[config.mk]
export PLATFORM = sky130hd
export DESIGN_NAME = gpio_in_port
export DESIGN_NICKNAME = d
export VERILOG_FILES = /design/src/rtl/avr_io_pkg.sv /design/src/rtl/pin_debounce.sv /design/src/rtl/gpio_in_port.sv
export SDC_FILE = /design/constraint.sdc
export NUM_CORES = 1
export LEC_CHECK = 0
export ABC_CLOCK_PERIOD_IN_PS = 2300
export CORE_ASPECT_RATIO = 1.4
export CORE_MARGIN = 2
export CORE_UTILIZATION = 45
export DETAILED_ROUTE_END_ITERATION = 8
export GPL_TIMING_DRIVEN = 0
export PLACE_DENSITY = 0.72
export SLEW_MARGIN = 20
export SYNTH_ARGS = -nofsm -noshare
export SYNTH_HDL_FRONTEND = slang
export SYNTH_SLANG_ARGS = --single-unit
export TNS_END_PERCENT = 10
[constraint.sdc]
create_clock -name clk -period 2.3 [get_ports clk]
set_clock_uncertainty 0.05 [all_clocks]
set_input_delay 0.345 -clock clk [delete_from_list [all_inputs] [get_ports clk]]
set_output_delay 0.345 -clock clk [all_outputs]
set_load 0.02 [all_outputs]
[src/rtl/avr_io_pkg.sv]
// Shared IO-space constants and debouncer state encoding for the
// AVR-style GPIO blocks: default register addresses and FSM states.
package avr_io_pkg;

    localparam logic [5:0] PIN_ADDR_DEF = 6'h19;
    localparam logic [5:0] MSK_ADDR_DEF = 6'h1A;
    localparam logic [5:0] FLG_ADDR_DEF = 6'h1B;

    typedef enum logic {
        ST_STABLE  = 1'b0,
        ST_PENDING = 1'b1
    } deb_state_e;

endpackage

[src/rtl/pin_debounce.sv]
// One-bit 2-flop synchronizer plus tick-sampled debouncer.
// Ports: clk, reset (sync, active-high), pin_i (raw async input),
//        tick_i (shared sample strobe), deb_o (debounced level).
module pin_debounce
    import avr_io_pkg::*;
#(
    parameter int SAMPLES = 4
) (
    input  logic clk,
    input  logic reset,
    input  logic pin_i,
    input  logic tick_i,
    output logic deb_o
);

    localparam logic [3:0] SAMP = 4'(SAMPLES);

    logic       sync1_q;
    logic       sync2_q;
    logic       deb_q;
    logic       deb_d;
    logic [3:0] cnt_q;
    logic [3:0] cnt_d;
    logic [3:0] cnt_inc;
    deb_state_e state_q;
    deb_state_e state_d;

    assign cnt_inc = cnt_q + 4'd1;

    always_comb begin
        state_d = state_q;
        cnt_d   = cnt_q;
        deb_d   = deb_q;
        if (tick_i) begin
            if (sync2_q == deb_q) begin
                // Input agrees again: any partial count is thrown away.
                state_d = ST_STABLE;
                cnt_d   = 4'd0;
            end else if (cnt_inc == SAMP) begin
                state_d = ST_STABLE;
                cnt_d   = 4'd0;
                deb_d   = sync2_q;
            end else begin
                state_d = ST_PENDING;
                cnt_d   = cnt_inc;
            end
        end
    end

    always_ff @(posedge clk) begin
        if (reset) begin
            sync1_q <= 1'b0;
            sync2_q <= 1'b0;
            deb_q   <= 1'b0;
            cnt_q   <= 4'd0;
            state_q <= ST_STABLE;
        end else begin
            sync1_q <= pin_i;
            sync2_q <= sync1_q;
            deb_q   <= deb_d;
            cnt_q   <= cnt_d;
            state_q <= state_d;
        end
    end

    assign deb_o = deb_q;

endmodule

[src/rtl/gpio_in_port.sv]
// Debounced GPIO input port with pin-change mask, W1C flags and irq.
// Ports: clk, reset, pins, io_addr/io_rd/io_wr/io_din, io_dout, irq.
module gpio_in_port
    import avr_io_pkg::*;
#(
    parameter int                       DATA_WIDTH    = 8,
    parameter int                       IO_ADDR_WIDTH = 6,
    parameter logic [IO_ADDR_WIDTH-1:0] PIN_ADDR      = PIN_ADDR_DEF,
    parameter logic [IO_ADDR_WIDTH-1:0] MSK_ADDR      = MSK_ADDR_DEF,
    parameter logic [IO_ADDR_WIDTH-1:0] FLG_ADDR      = FLG_ADDR_DEF,
    parameter logic [15:0]              TICK_DIV      = 16'd50000,
    parameter int                       SAMPLES       = 4
) (
    input  logic                     clk,
    input  logic                     reset,
    input  logic [DATA_WIDTH-1:0]    pins,
    input  logic [IO_ADDR_WIDTH-1:0] io_addr,
    input  logic                     io_rd,
    input  logic                     io_wr,
    input  logic [DATA_WIDTH-1:0]    io_din,
    output logic [DATA_WIDTH-1:0]    io_dout,
    output logic                     irq
);

    logic [15:0]           tick_cnt_q;
    logic [15:0]           tick_cnt_d;
    logic                  tick;
    logic [DATA_WIDTH-1:0] deb;
    logic [DATA_WIDTH-1:0] deb_prev_q;
    logic [DATA_WIDTH-1:0] chg;
    logic [DATA_WIDTH-1:0] msk_q;
    logic [DATA_WIDTH-1:0] msk_d;
    logic [DATA_WIDTH-1:0] flg_q;
    logic [DATA_WIDTH-1:0] flg_d;
    logic [DATA_WIDTH-1:0] clr;
    logic                  irq_q;
    logic                  wr_msk;
    logic                  wr_flg;

    assign tick       = (tick_cnt_q == TICK_DIV - 16'd1);
    assign tick_cnt_d = tick ? 16'd0 : tick_cnt_q + 16'd1;

    for (genvar i = 0; i < DATA_WIDTH; i++) begin : g_pin
        pin_debounce #(
            .SAMPLES(SAMPLES)
        ) u_deb (
            .clk   (clk),
            .reset (reset),
            .pin_i (pins[i]),
            .tick_i(tick),
            .deb_o (deb[i])
        );
    end

    assign wr_msk = io_wr && (io_addr == MSK_ADDR);
    assign wr_flg = io_wr && (io_addr == FLG_ADDR);

    // deb and deb_prev_q reset together, so reset never looks like a change.
    assign chg   = deb ^ deb_prev_q;
    assign clr   = wr_flg ? io_din : '0;
    assign msk_d = wr_msk ? io_din : msk_q;
    // Set is OR-ed in after the clear so a same-cycle set wins.
    assign flg_d = (flg_q & ~clr) | (chg & msk_q);

    always_ff @(posedge clk) begin
        if (reset) begin
            tick_cnt_q <= 16'd0;
            deb_prev_q <= '0;
            msk_q      <= '0;
            flg_q      <= '0;
            irq_q      <= 1'b0;
        end else begin
            tick_cnt_q <= tick_cnt_d;
            deb_prev_q <= deb;
            msk_q      <= msk_d;
            flg_q      <= flg_d;
            irq_q      <= |flg_q;
        end
    end

    assign irq = irq_q;

    always_comb begin
        io_dout = '0;
        if (io_rd) begin
            if (io_addr == PIN_ADDR) begin
                io_dout = deb;
            end else if (io_addr == MSK_ADDR) begin
                io_dout = msk_q;
            end else if (io_addr == FLG_ADDR) begin
                io_dout = flg_q;
            end
        end
    end

endmodule

==> flow_metrics.env <==
export IMPL_final_cell_mix="sky130_fd_sc_hd__dfxtp_1, sky130_fd_sc_hd__a21oi_1, sky130_fd_sc_hd__nor2b_1, sky130_fd_sc_hd__o21ai_0, sky130_fd_sc_hd__nand3_1"
export IMPL_syn_num_nets=539
export IMPL_synth_cells=503
export IMPL_detailed_place_area_sq_um=4886
export IMPL_cts_path_max_buffers=2
export IMPL_status="finished, violations left"
export IMPL_numPortBuffers=32
export IMPL_layout_area_overhead_vs_synth_pct=22.33
export IMPL_netSwitchingFraction_pct=23.62
export IMPL_die_area_sq_um=10590
export IMPL_layout_drive_gt1_share_pct=12.48
export IMPL_grt_overflow=0
export IMPL_initial_util_pct=46.25
export IMPL_antenna_violations_before_repair=0
export IMPL_remaining_drc_errors=0
export IMPL_post_drt_via_cell_ratio=5.491
export IMPL_multi_input_area_sq_um=2349
export IMPL_family_of_cells_with_the_greatest_summed_delay_on_the_critical_path="simple AND/OR/NAND/NOR gates"
export IMPL_worst_path_buf_inv=1
export IMPL_clk_latency_ps=350
export IMPL_synth_warnings=0
export IMPL_achievable_frequency_ghz=0.4243
export IMPL_die_width_um=87.57
export IMPL_clock_root_buffer="sky130_fd_sc_hd__clkbuf_16"
export IMPL_critical_path_end_type="flip-flop"
export IMPL_design_final_nets=592
export IMPL_slew_viol_final=0
export IMPL_largest_net_degree_at_the_start_of_global_routing=19
export IMPL_report_final_hold_viol_count=0
export IMPL_critPathMostFrequentCell="sky130_fd_sc_hd__or4_4"
export IMPL_first_global_vias=3747
export IMPL_critical_path_startpoint_type="flip-flop"
export IMPL_min_delay_path_class="flip-flop to flip-flop"
export IMPL_failing_checks="setup timing"
export IMPL_yosys_register_bits=97
export IMPL_dieHeight_um=121.0
export IMPL_holdBufCountCts=0
export IMPL_core_area_sq_um=9512
export IMPL_place_gp_congestion=0.8529
export IMPL_rsz0062_at_grt="true"
export IMPL_area_used_by_sequential_logic_in_the_layout_sq_um=1947
export IMPL_combinationalPowerShare_pct=4.7
export IMPL_seqPwrFrac_pct=51.7
export IMPL_yosysSeqAreaShare_pct=44.14
export IMPL_avgSynthCellArea_sq_um=8.746
export IMPL_totalWireLength_mm=10.40
export IMPL_synthesis_area_sq_um=4399
export IMPL_synthDominantCellAreaShare_pct=44.14
export IMPL_grt_pass1_wl_mm=16.88
export IMPL_cts_tree="built"
export IMPL_cts_buffers_inserted=9
export IMPL_fin_worst_hold_slack_ps=386.4
export IMPL_cp_data_required_time_ps=2530
export IMPL_antennaDiodeCount=0
export IMPL_post_dp_hpwl_mm=7.114
export IMPL_num_io_pins=35
export IMPL_clk_pin_slew_worst_paths_ps=70
export IMPL_worst_setup_path_type="flip-flop to flip-flop"
export IMPL_critical_path_peak_fanout=10
export IMPL_synth_largest_area_cell="sky130_fd_sc_hd__dfxtp_1"
export IMPL_layout_cells_most_common="sky130_fd_sc_hd__dfxtp_1"
export IMPL_timing_final_ws_setup_ps=-56.55
export IMPL_setup_tns_final_ps=-333.3
export IMPL_final_period_minus_worst_setup_slack_ps=2357
export IMPL_htreeDepth=3
export IMPL_drt_iter0_drc=200
export IMPL_via_count=3805
export IMPL_timing_max_cap_violations=0
export IMPL_power_density_nw_per_um2=613.3
export IMPL_internal_power_uw=2521
export IMPL_pre_cts_setup_slack_ps=-954.3
export IMPL_finalCritPeriodShare_pct=102.5
export IMPL_nFillCells=854
export IMPL_cellLeakagePower_uw=0.002081
export IMPL_worst_slew_margin_rel_pct=55.95
export IMPL_share_clk_of_total_power_pct=43.6
export IMPL_cells_along_the_critical_path="or4_4, or4_4, buf_8, or4_1, a21oi_2"
export IMPL_rows=42
export IMPL_layout_cell_area_non_filler_sq_um=5381
export IMPL_crit_path_max_incr_delay_ps=530
export IMPL_number_of_search_and_repair_iterations_in_the_first_detailed_routing_pass=5
export IMPL_cts_sinks=97
export IMPL_timing_worst_slew_pin_value_ps=660.7
export IMPL_route_detailed_wl_per_inst_um=15.00
export IMPL_ys_types=39
export IMPL_synth_top_cells_by_area="sky130_fd_sc_hd__dfxtp_1, sky130_fd_sc_hd__a21oi_1, sky130_fd_sc_hd__nor2b_1, sky130_fd_sc_hd__xor2_1, sky130_fd_sc_hd__o21ai_0"
export IMPL_crit_slowest_cell="sky130_fd_sc_hd__or4_4"
export IMPL_globalRouteTotalUtil_pct=20.38
export IMPL_switching_power_uw=779.5
export IMPL_final_antenna_net_count=0
export IMPL_peakVddDrop_mv=0.3604
export IMPL_finalSetupViolations=10
export IMPL_critPathArrivalTime_ps=2590
-- logic make-up (layout without fill, tap and decap cells) --
| group | Yosys count | after routing | synth area share (%) |
|---|---|---|---|
| adders and majority gates | 10 | 10 | 2.844 |
| muxes | 8 | 8 | 1.820 |
| AOI/OAI and AO/OA | 107 | 107 | 14.14 |
| xor gates and xnor gates | 35 | 35 | 6.968 |
| DFF | 97 | 97 | 44.14 |
| and+or+nand+nor | 194 | 194 | 25.28 |
| buffers and inverters | 52 | 110 | 4.806 |
-- power by group through the flow --
stage	clock [uW]	sequential (uW)	combinational [uW]
2_1_floorplan	0	1740	76.7
3_3_place_gp	0	1750	142
3_5_place_dp	0	1750	145
4_1_cts	1470	1710	153
5_1_grt	1530	1710	169
6_report	1440	1710	155
-- layout make-up --
cell class                      instances  share of cell area (%)
Tap cell                              132                   3.069
Multi-Input combinational cell        354                   43.64
Clock inverter                          7                   1.116
Timing Repair Buffer                   44                   7.394
Sequential cell                        97                   36.18
Clock buffer                            9                   4.185
Buffer                                 32                   3.162
Inverter                               18                   1.256
-- sequential cells by signal (all words and copies together) (netlist names) --
signal,cells
g_pin.u_deb.sync1_q,8
irq,1
g_pin.u_deb.deb_o,8
msk_q,8
g_pin.u_deb.cnt_q,32
g_pin.u_deb.sync2_q,8
flg_q,8
deb_prev_q,8
tick_cnt_q,16
-- path summary, 6_finish.rpt --
check | from | to | slack, ps | cells after the start
min reg2reg | g_pin[2].u_deb.sync1_q | g_pin[2].u_deb.sync2_q | 390 | 1
min | g_pin[2].u_deb.sync1_q | g_pin[2].u_deb.sync2_q | 390 | 1
max | tick_cnt_q[7] | g_pin[6].u_deb.cnt_q[3] | -60 | 5
max reg2reg | tick_cnt_q[7] | g_pin[6].u_deb.cnt_q[3] | -60 | 5
-- repair_timing --
action	4_1_cts	5_1_grt
resized for setup	76	21
setup buffers	12	0
pin swaps	14	5
cloned	0	0
endpoints found under the setup margin	57	45
-- through the flow --
| stage | std cells | total power, uW | util [%] |
|---|---|---|---|
| after floorplan | 503 | 1821 | - |
| final | 693 | 3300 | 56.58 |
| after detailed placement | 667 | 1892 | 51.37 |
| after global routing | 693 | 3410 | 56.58 |
| after CTS | 694 | 3326 | 56.29 |
| after global placement | 667 | 1888 | 51.37 |
-- cells in the mapped netlist (all sizes together) --
cell type,instances
and4,2
a311oi,1
nor2,28
o2bb2ai,8
o311a,8
a21bo,1
xnor2,9
dfxtp,97
nand2,27
nand2b,1
nand3b,2
nor2b,39
a31oi,1
or3,3
o41ai,1
buf,5
and2,10
nor3b,7
nand4,14
o31ai,1
nand3,30
mux2i,8
nand4bb,1
and3,1
nand4b,2
o21ai,36
xor2,26
nor4bb,2
nor4,3
a21oi,50
ha,10
clkbuf,29
inv,18
and3b,2
or4,19
or4b,1
-- layer usage --
layer / up-vias / routed length (um) / global-route usage (%)
li1: 1881 / - / -
met1: 1812 / 4289 / 21.63
met4: 0 / 235 / 8.365
met3: 20 / 368 / 4.150
met2: 92 / 5502 / 38.02
met5: - / 0 / 0
Power figures use the tool's default switching activity.
